<file path="src/rtl/prog3_pkg.sv">
// rtl/prog3_pkg.sv - shared types and address map for the 5-bit pattern scan engine
package prog3_pkg;

    typedef enum logic [2:0] {
        IDLE,
        LD_PAT,
        SCAN,
        WR_B,
        WR_O,
        WR_S,
        DONE
    } scan_state_t;

    localparam int          PAT_W    = 5;
    localparam int          STR_LEN  = 32;
    localparam int          IDX_W    = $clog2(STR_LEN);
    localparam logic [7:0]  STR_BASE = 8'd0;
    localparam logic [7:0]  PAT_ADDR = 8'd32;
    localparam logic [7:0]  RES_ADDR = 8'd33;
    localparam logic [IDX_W-1:0] LAST_IDX = IDX_W'(STR_LEN - 1);

endpackage

</file>
<file path="src/rtl/window_match.sv">
// rtl/window_match.sv - counts 5-bit pattern hits in one byte plus the byte-boundary windows
module window_match
    import prog3_pkg::*;
(
    input  logic [11:0]      w,
    input  logic [PAT_W-1:0] pat,
    input  logic             first,
    output logic [2:0]       nb,
    output logic             any,
    output logic [3:0]       nx
);

    // w[7:0] is the current byte, w[11:8] the low nibble of the previous byte.
    // In-byte windows are w[4:0]..w[7:3]; crossing windows are w[8:4]..w[11:7].
    always_comb begin
        nb = 3'd0;
        nx = 4'd0;
        for (int k = 0; k < 4; k++) begin
            if (w[k +: PAT_W] == pat) begin
                nb = nb + 3'd1;
            end
            if (!first && (w[k + 4 +: PAT_W] == pat)) begin
                nx = nx + 4'd1;
            end
        end
        any = (nb != 3'd0);
    end

endmodule

</file>
<file path="src/rtl/pattern_scan_engine.sv">
// rtl/pattern_scan_engine.sv - hardware pattern counter over mem[0..31]; optional PATSCAN_ABORT_EN lets start abort a busy run
module pattern_scan_engine
    import prog3_pkg::*;
(
    input  logic       clk,
    input  logic       rst_n,
    input  logic       start,
    output logic       done,
    output logic [7:0] mem_addr,
    input  logic [7:0] mem_rd_data,
    output logic       mem_wr_en,
    output logic [7:0] mem_wr_data
);

    scan_state_t      state;
    scan_state_t      state_next;
    logic [IDX_W-1:0] idx;
    logic [PAT_W-1:0] pat;
    logic [3:0]       carry;
    logic [7:0]       ctb;
    logic [7:0]       cto;
    logic [7:0]       cts;
    logic [2:0]       nb;
    logic             any;
    logic [3:0]       nx;
    logic             abort;

`ifdef PATSCAN_ABORT_EN
    assign abort = start && (state != IDLE) && (state != DONE);
`else
    assign abort = 1'b0;
`endif

    window_match u_window_match (
        .w     ({carry, mem_rd_data}),
        .pat   (pat),
        .first (idx == '0),
        .nb    (nb),
        .any   (any),
        .nx    (nx)
    );

    // State register.
    always_ff @(posedge clk or negedge rst_n) begin
        if (!rst_n) begin
            state <= IDLE;
        end else begin
            state <= state_next;
        end
    end

    // Next state and memory port mux; an abort redirects to LD_PAT and kills any pending write.
    always_comb begin
        state_next  = state;
        mem_addr    = 8'd0;
        mem_wr_en   = 1'b0;
        mem_wr_data = 8'd0;
        case (state)
            IDLE: begin
                if (start) state_next = LD_PAT;
            end
            LD_PAT: begin
                mem_addr   = PAT_ADDR;
                state_next = SCAN;
            end
            SCAN: begin
                mem_addr = STR_BASE + 8'(idx);
                if (idx == LAST_IDX) state_next = WR_B;
            end
            WR_B: begin
                mem_addr    = RES_ADDR;
                mem_wr_en   = 1'b1;
                mem_wr_data = ctb;
                state_next  = WR_O;
            end
            WR_O: begin
                mem_addr    = RES_ADDR + 8'd1;
                mem_wr_en   = 1'b1;
                mem_wr_data = cto;
                state_next  = WR_S;
            end
            WR_S: begin
                mem_addr    = RES_ADDR + 8'd2;
                mem_wr_en   = 1'b1;
                mem_wr_data = cts;
                state_next  = DONE;
            end
            DONE: begin
                if (start) state_next = LD_PAT;
            end
            default: state_next = IDLE;
        endcase
        if (abort) begin
            state_next = LD_PAT;
            mem_wr_en  = 1'b0;
        end
    end

    // Pattern load, string index and match accumulators.
    always_ff @(posedge clk or negedge rst_n) begin
        if (!rst_n) begin
            pat   <= '0;
            idx   <= '0;
            carry <= 4'd0;
            ctb   <= 8'd0;
            cto   <= 8'd0;
            cts   <= 8'd0;
        end else if (abort) begin
            idx   <= '0;
            carry <= 4'd0;
            ctb   <= 8'd0;
            cto   <= 8'd0;
            cts   <= 8'd0;
        end else if (state == LD_PAT) begin
            pat   <= mem_rd_data[7:3];
            idx   <= '0;
            carry <= 4'd0;
            ctb   <= 8'd0;
            cto   <= 8'd0;
            cts   <= 8'd0;
        end else if (state == SCAN) begin
            ctb   <= ctb + 8'(nb);
            cto   <= cto + 8'(any);
            cts   <= cts + 8'(nb) + 8'(nx);
            carry <= mem_rd_data[3:0];
            idx   <= idx + 1'b1;
        end
    end

    // Done rises one cycle after entering DONE so results are already in memory, and drops on an accepted start.
    always_ff @(posedge clk or negedge rst_n) begin
        if (!rst_n) begin
            done <= 1'b0;
        end else begin
            done <= (state == DONE) && (state_next == DONE);
        end
    end

endmodule

</file>
<file path="config.mk">
export PLATFORM = sky130hd
export DESIGN_NAME = pattern_scan_engine
export DESIGN_NICKNAME = d
export VERILOG_FILES = /design/src/rtl/prog3_pkg.sv /design/src/rtl/window_match.sv /design/src/rtl/pattern_scan_engine.sv
export SDC_FILE = /design/constraint.sdc
export NUM_CORES = 1
export LEC_CHECK = 0
export CORE_AREA = 2 2 153 80
export CTS_BUF_LIST = sky130_fd_sc_hd__clkbuf_2
export DETAILED_ROUTE_END_ITERATION = 6
export DIE_AREA = 0 0 155 82
export GPL_TIMING_DRIVEN = 0
export PLACE_DENSITY = 0.48
export SETUP_SLACK_MARGIN = 0.1
export SLEW_MARGIN = 10
export SYNTH_ARGS = -nofsm -noshare
export SYNTH_HDL_FRONTEND = slang
export SYNTH_SLANG_ARGS = --single-unit
</file>
<file path="constraint.sdc">
create_clock -name clk -period 7.2 [get_ports clk]
set_input_delay 2.16 -clock clk [delete_from_list [all_inputs] [get_ports clk]]
set_output_delay 2.16 -clock clk [all_outputs]
set_load 0.03 [all_outputs]
</file>
==> impl_metrics.prom, run 1 <==
# TYPE chip_impl_metric gauge
chip_impl_info{name="timing.setup.critical_path_class",value="input port to register"} 1
chip_impl_metric{name="footprint_of_the_multi_input_gates",unit="sq um"} 1980
chip_impl_metric{name="drt_pass1_iterations",unit=""} 5
chip_impl_info{name="holdCritPathClass",value="register to register"} 1
chip_impl_metric{name="holdBufCountCts",unit=""} 0
chip_impl_metric{name="path_clk_slew",unit="ns"} 0.25
chip_impl_info{name="synth_flop_cell",value="dfrtp_1"} 1
chip_impl_metric{name="timing.hold.ws",unit="ns"} 0.497
chip_impl_metric{name="grt_start_max_net_pins",unit=""} 33
chip_impl_metric{name="grt_usage",unit="%"} 14.8
chip_impl_metric{name="finalWeightedCongestion",unit=""} 0.767
chip_impl_metric{name="dieHeight",unit="microns"} 82
chip_impl_metric{name="detailroute.via_count",unit=""} 2717
chip_impl_metric{name="worst-endpoint-required",unit="ns"} 7.58
chip_impl_metric{name="arrival",unit="ns"} 6.65
chip_impl_metric{name="synth_area",unit="sq um"} 3250
chip_impl_info{name="cp-start-kind",value="input port"} 1
chip_impl_metric{name="nNetsFinal",unit=""} 431
chip_impl_metric{name="synth.lib_cells_used.distinct",unit=""} 53
chip_impl_metric{name="tightest_slew",unit="ns"} 0.922
chip_impl_info{name="leading_cell_type_in_the_layout_fill_and_taps_excluded",value="dfrtp_1"} 1
chip_impl_metric{name="final_layout_size_suffix_gt1_share",unit="%"} 7.05
chip_impl_metric{name="max_capacitance_violation_count",unit=""} 0
chip_impl_metric{name="cts_setup_buffers",unit=""} 0
chip_impl_info{name="cts_tree",value="done"} 1
chip_impl_metric{name="initial_utilization",unit="%"} 28.4
chip_impl_metric{name="drt-wirelength-per-cell",unit="microns"} 16.3
chip_impl_metric{name="final-max-slew-violation-count",unit=""} 0
chip_impl_metric{name="final_util",unit="%"} 32.4
chip_impl_metric{name="finalClockSkew",unit="ns"} 0.0262
chip_impl_metric{name="timing.reg2reg.setup_slack",unit="ns"} 2.52
chip_impl_info{name="layout_common_cells",value="dfrtp_1, nand2_1, xor2_1"} 1
chip_impl_metric{name="global_route_wire_length_before_repair",unit="mm"} 14.5
chip_impl_info{name="worst_setup_path_end_kind",value="register"} 1
chip_impl_info{name="cp_common_cell",value="ha_1"} 1
chip_impl_info{name="root_buffer",value="clkbuf_2"} 1
chip_impl_metric{name="number_of_vias_per_cell_after_detailed_routing",unit=""} 4.97
chip_impl_metric{name="synth-seq-cells",unit=""} 42
chip_impl_metric{name="cts-buffers-inserted",unit=""} 5
chip_impl_info{name="grt_setup_unrepaired",value="no"} 1
chip_impl_metric{name="achievable-frequency",unit="MHz"} 159
chip_impl_metric{name="std_cell_rows",unit=""} 28
chip_impl_info{name="path_cells",value="clkdlybuf4s50_1, xor2_1, nor2_1, nand4_1, ha_1, or4_4, and2_1, inv_1, ha_1, nand4_1, xor2_1, fa_1, inv_1, ha_1, a21o_1, a21oi_1, nor2b_1, o211ai_1, mux2i_1"} 1
chip_impl_metric{name="antenna_found_initial",unit=""} 0
chip_impl_metric{name="max-clock-path-buffers",unit=""} 2
chip_impl_metric{name="timing.max_slew.rel_slack",unit="%"} 38.3
chip_impl_metric{name="synth_enable_flop_cells",unit=""} 0
chip_impl_metric{name="cellPowerDensity",unit="nW/um^2"} 336
chip_impl_metric{name="fraction_of_registers_with_async_set_reset",unit="%"} 100
chip_impl_metric{name="cts_sinks",unit=""} 42
chip_impl_metric{name="finalHoldViolCount",unit=""} 0
chip_impl_metric{name="count_of_boundary_i_o_pins",unit=""} 29
chip_impl_metric{name="ys_warn_count",unit=""} 0
chip_impl_metric{name="post-route-period-util",unit="%"} 87.1
chip_impl_info{name="cpMaxStageDelayCell",value="or4_4"} 1
chip_impl_metric{name="dpl-instance-area",unit="sq um"} 3670
chip_impl_metric{name="num-fill-cells",unit=""} 1198
chip_impl_metric{name="first_global_vias",unit=""} 2654
chip_impl_metric{name="antenna_cells",unit=""} 0
chip_impl_metric{name="setup_total_negative_slack",unit="ns"} 0
chip_impl_metric{name="drcViolationCount",unit=""} 0
chip_impl_info{name="outcome",value="completed"} 1
chip_impl_metric{name="floorplan.die.width",unit="microns"} 155
chip_impl_metric{name="dpl.hpwl",unit="mm"} 6.81
chip_impl_metric{name="worst_path_largest_cell_delay",unit="ns"} 0.55
chip_impl_metric{name="core",unit="sq um"} 11500
chip_impl_metric{name="ctsHtreeMaxLevel",unit=""} 2
chip_impl_metric{name="initialDrtViolationCount",unit=""} 165
chip_impl_metric{name="vdd.ir_drop.worst",unit="V"} 0.0000937
chip_impl_metric{name="p_leak",unit="nW"} 1.75
chip_impl_metric{name="synth_sequential_area_ratio",unit="%"} 32.4
chip_impl_metric{name="layout-area-overhead-vs-synth",unit="%"} 14.4
chip_impl_metric{name="post_route_minimum_period",unit="ns"} 6.27
chip_impl_metric{name="port_buffers",unit=""} 21
chip_impl_metric{name="clkLatencyLatePin",unit="ns"} 0.45
chip_impl_metric{name="syn-instance-count",unit=""} 365
chip_impl_metric{name="post_cts_resized",unit=""} 0
chip_impl_metric{name="drt.antenna.violating_nets",unit=""} 0
chip_impl_metric{name="critical_path.max_fanout",unit=""} 3
chip_impl_metric{name="finish.instance_area",unit="sq um"} 3720
chip_impl_metric{name="timing.final.setup_violations",unit=""} 0
chip_impl_metric{name="drt_wl_total",unit="mm"} 8.94
chip_impl_metric{name="seqCellArea",unit="sq um"} 1050
chip_impl_metric{name="overflow",unit=""} 0
chip_impl_metric{name="post_synthesis_mean_instance_area",unit="sq um"} 8.90
chip_impl_metric{name="die-area",unit="sq um"} 12700
logic make-up after synthesis:
logic type	count (synthesis)	synth area share [%]
compound gates	74	16.4
fa+ha+maj	24	10.4
buf+inv	47	7.01
simple gates	127	19.8
flops	42	32.4
xor+xnor	39	10.5
other cells	1	0.115
mux	11	3.39
report_power, final:
group	internal, W	switching (W)
logic	0.000289	0.000481
registers	0.000298	0.0000609
clock network	0.0000249	0.0000948
critical path, delay by kind of cell:
family	cells	cell delay (ns)
xor+xnor	2	0.56
fa+ha+maj	4	1.25
mux	1	0.20
buf+inv	3	0.65
simple gates	6	1.24
compound gates	3	0.60
registers in the layout, indices dropped and copies added, names as in the netlist:
name / cells
carry: 4
ctb: 8
cto: 8
cts: 8
done: 1
idx: 5
pat: 5
state: 3
cell usage after synthesis (all sizes together), types with 2 or more instances:
| master | n | area share (%) |
|---|---|---|
| a21o | 3 | 0.69 |
| a21oi | 12 | 1.8 |
| a22o | 20 | 5.4 |
| a22oi | 8 | 1.8 |
| a31oi | 2 | 0.39 |
| and2 | 3 | 0.58 |
| and3 | 7 | 1.5 |
| buf | 12 | 2.9 |
| clkbuf | 13 | 1.5 |
| dfrtp | 42 | 32 |
| fa | 5 | 3.1 |
| ha | 19 | 7.3 |
| inv | 22 | 2.6 |
| mux2i | 11 | 3.4 |
| nand2 | 41 | 4.7 |
| nand2b | 7 | 1.3 |
| nand3 | 12 | 1.8 |
| nand4 | 5 | 0.96 |
| nor2 | 23 | 2.7 |
| nor2b | 10 | 2.0 |
| nor3 | 4 | 0.62 |
| nor4 | 6 | 1.2 |
| o211ai | 3 | 0.69 |
| o21ai | 14 | 2.2 |
| o31ai | 3 | 0.85 |
| or2 | 3 | 0.58 |
| xnor2 | 15 | 4.0 |
| xor2 | 24 | 6.5 |
worst paths after layout:
kind / from / end / depth (start not counted)
max in group asynchronous: rst_n / ctb[2] / 2
min in group asynchronous: rst_n / idx[4] / 1
hold reg to reg: ctb[7] / ctb[7] / 1
setup / recovery: mem_rd_data[1] / cts[6] / 19
setup reg to reg: pat[1] / cts[6] / 19
hold / removal: ctb[7] / ctb[7] / 1
cell type report:
type / count / share of cell area (%)
Buffer: 25 / 3.84
Clock buffer: 5 / 0.673
Tap cell: 150 / 5.05
Sequential cell: 42 / 28.3
Timing Repair Buffer: 22 / 6.06
Multi-Input combinational cell: 278 / 53.2
Clock inverter: 3 / 0.640
Inverter: 22 / 2.29
stage by stage:
step	total power, W	setup WS, ns	std cells
floorplan	0.000900	1.31	367
global placement	0.00111	0.530	538
detailed placement	0.00112	0.518	539
CTS	0.00125	0.995	547
global route	0.00136	0.681	547
finish	0.00125	0.930	547
per-layer routing:
| layer | part of all wire [%] | global-route usage [%] |
|---|---|---|
| met5 | 0 | 0 |
| met4 | 0.10 | 1.30 |
| met3 | 6.3 | 3.59 |
| met2 | 36 | 19.5 |
| met1 | 58 | 24.1 |
No activity file was read; power rests on OpenSTA's default activity.
==> run 2: changes to the inputs <==
GPL_ROUTABILITY_DRIVEN = 0   (was not set)
TNS_END_PERCENT = 100   (was not set)
==> results of run 2 <==
The final DEF is identical to that of run 1; final timing and power are the same.
==> run 3: changes to the inputs <==
CORE_AREA = 2 2 112 60   (was 2 2 153 80)
DIE_AREA = 0 0 114 62   (was 0 0 155 82)
PLACE_DENSITY = 0.78   (was 0.48)
==> run 3 against run 2 <==
Against the previous run:
- sequential cell count is the same
- first-iteration DRC count grew 50%
- setup slack gained 0.018 ns
- via count shrank 0.18%
- register-to-register slack gained 0.06 ns
- critical path depth shrank 1
- maximum frequency grew 0.29%
- global-route usage grew 8.1 points
- critical endpoint unchanged
==> impl_metrics.prom, run 3 (same netlist as run 1, synthesis figures left out) <==
# TYPE chip_impl_metric gauge
chip_impl_info{name="outcome",value="completed"} 1
chip_impl_metric{name="antenna_found_initial",unit=""} 0
chip_impl_info{name="cp-start-kind",value="input port"} 1
chip_impl_metric{name="std_cell_rows",unit=""} 21
chip_impl_info{name="holdCritPathClass",value="register to register"} 1
chip_impl_info{name="worst_setup_path_end_kind",value="register"} 1
chip_impl_metric{name="antenna_cells",unit=""} 0
chip_impl_metric{name="global_route_wire_length_before_repair",unit="mm"} 12.3
chip_impl_metric{name="cts_setup_buffers",unit=""} 0
chip_impl_metric{name="worst_path_largest_cell_delay",unit="ns"} 0.62
chip_impl_metric{name="post-route-period-util",unit="%"} 86.8
chip_impl_metric{name="finalClockSkew",unit="ns"} 0.0388
chip_impl_metric{name="drt_pass1_iterations",unit=""} 5
chip_impl_metric{name="layout-area-overhead-vs-synth",unit="%"} 11.7
chip_impl_metric{name="timing.max_slew.rel_slack",unit="%"} 32.7
chip_impl_metric{name="path_clk_slew",unit="ns"} 0.23
chip_impl_info{name="root_buffer",value="clkbuf_2"} 1
chip_impl_metric{name="grt_usage",unit="%"} 22.9
chip_impl_metric{name="drcViolationCount",unit=""} 0
chip_impl_metric{name="final_layout_size_suffix_gt1_share",unit="%"} 7.05
chip_impl_metric{name="cellPowerDensity",unit="nW/um^2"} 337
chip_impl_metric{name="critical_path.max_fanout",unit=""} 5
chip_impl_metric{name="arrival",unit="ns"} 6.63
chip_impl_metric{name="core",unit="sq um"} 6250
chip_impl_info{name="biggestRegsByFlops",value="ctb: 8 flops, cto: 8 flops, cts: 8 flops"} 1
chip_impl_metric{name="die-area",unit="sq um"} 7070
chip_impl_metric{name="timing.reg2reg.setup_slack",unit="ns"} 2.58
chip_impl_metric{name="max-clock-path-buffers",unit=""} 2
chip_impl_metric{name="post_cts_resized",unit=""} 0
chip_impl_info{name="layout_common_cells",value="dfrtp_1, nand2_1, xor2_1"} 1
chip_impl_metric{name="worst-endpoint-required",unit="ns"} 7.58
chip_impl_metric{name="p_leak",unit="nW"} 1.75
chip_impl_metric{name="number_of_vias_per_cell_after_detailed_routing",unit=""} 5.69
chip_impl_info{name="cpMaxStageDelayCell",value="clkdlybuf4s50_1"} 1
chip_impl_metric{name="clkLatencyLatePin",unit="ns"} 0.46
chip_impl_metric{name="nNetsFinal",unit=""} 431
chip_impl_metric{name="finalHoldViolCount",unit=""} 0
chip_impl_metric{name="timing.final.setup_violations",unit=""} 0
chip_impl_info{name="cp_common_cell",value="ha_1"} 1
chip_impl_metric{name="setup_total_negative_slack",unit="ns"} 0
chip_impl_metric{name="post-layout-total-power",unit="W"} 0.00122
chip_impl_metric{name="cts_sinks",unit=""} 42
chip_impl_metric{name="count_of_boundary_i_o_pins",unit=""} 29
chip_impl_metric{name="post_route_minimum_period",unit="ns"} 6.25
chip_impl_metric{name="dieHeight",unit="microns"} 62
chip_impl_metric{name="tightest_slew",unit="ns"} 1.01
chip_impl_metric{name="final-max-slew-violation-count",unit=""} 0
chip_impl_metric{name="first_global_vias",unit=""} 2394
chip_impl_metric{name="num-fill-cells",unit=""} 567
chip_impl_metric{name="initial_utilization",unit="%"} 51.9
chip_impl_metric{name="drt.antenna.violating_nets",unit=""} 0
chip_impl_info{name="cts_tree",value="done"} 1
chip_impl_metric{name="drt_wl_total",unit="mm"} 7.73
chip_impl_metric{name="critical_path.n_buffers_inverters",unit=""} 3
chip_impl_metric{name="floorplan.die.width",unit="microns"} 114
chip_impl_metric{name="drt-wirelength-per-cell",unit="microns"} 16.2
chip_impl_info{name="cp_top_family",value="adder cells"} 1
chip_impl_metric{name="holdBufCountCts",unit=""} 0
chip_impl_metric{name="timing.hold.ws",unit="ns"} 0.490
chip_impl_metric{name="ctsHtreeMaxLevel",unit=""} 2
chip_impl_metric{name="detailroute.via_count",unit=""} 2712
chip_impl_metric{name="overflow",unit=""} 0
chip_impl_info{name="path_cells",value="clkdlybuf4s50_1, xnor2_1, nand4_1, ha_1, or4_4, and2_1, inv_1, ha_1, nand4_1, xor2_1, fa_1, inv_1, ha_1, a21o_1, a21oi_1, nor2b_1, o211ai_1, mux2i_1"} 1
chip_impl_metric{name="port_buffers",unit=""} 21
chip_impl_metric{name="grt_start_max_net_pins",unit=""} 31
chip_impl_metric{name="dpl.hpwl",unit="mm"} 5.88
chip_impl_metric{name="cts-buffers-inserted",unit=""} 5
chip_impl_info{name="leading_cell_type_in_the_layout_fill_and_taps_excluded",value="dfrtp_1"} 1
chip_impl_metric{name="max_capacitance_violation_count",unit=""} 0
chip_impl_info{name="grt_setup_unrepaired",value="no"} 1
chip_impl_info{name="timing.setup.critical_path_class",value="input port to register"} 1
chip_impl_metric{name="vdd.ir_drop.worst",unit="V"} 0.000117
chip_impl_metric{name="achievable-frequency",unit="MHz"} 160
chip_impl_metric{name="initialDrtViolationCount",unit=""} 247
chip_impl_metric{name="final_util",unit="%"} 58.0
[run 3: area by class of cell]
class	instances	area (sq um)	share of cell area [%]
clock buffers	5	25.0	0.689
flip-flops and latches	42	1050	29.0
clock inverters	3	23.8	0.655
repair buffers	22	225	6.20
plain buffers	25	143	3.93
well taps	80	100	2.76
multi-input cells	278	1980	54.5
inverters	22	85.1	2.34
[run 3: layer usage]
layer	up-vias	GRT usage, %	part of all wire (%)
li1	1323	-	-
met4	0	3.48	0.32
met5	-	0	0
met1	1293	34.5	53
met3	5	7.66	8.4
met2	91	32.1	39
[run 3: worst paths after layout]
path,startpoint,end,depth (start not counted)
max,mem_rd_data[2],cts[6],18
min,ctb[7],ctb[7],1
max reg2reg,pat[1],cts[6],19
min reg2reg,ctb[7],ctb[7],1
max in group asynchronous,rst_n,ctb[3],2
min in group asynchronous,rst_n,state[0],1
[run 3: where the power goes]
| part | internal [W] | leakage, nW | total (W) | switching [W] |
|---|---|---|---|---|
| combinational | 0.000288 | 1.16 | 0.000750 | 0.000461 |
| sequential | 0.000298 | 0.563 | 0.000357 | 0.0000599 |
| clock | 0.0000248 | 0.0256 | 0.000116 | 0.0000908 |
[run 3: stage by stage]
step,std cells,worst slack (ns),area [sq um]
3_3_place_gp,468,0.632,3570
6_report,477,0.948,3630
5_1_grt,477,0.719,3630
4_1_cts,477,0.979,3630
2_1_floorplan,367,1.31,3260
3_5_place_dp,469,0.497,3580
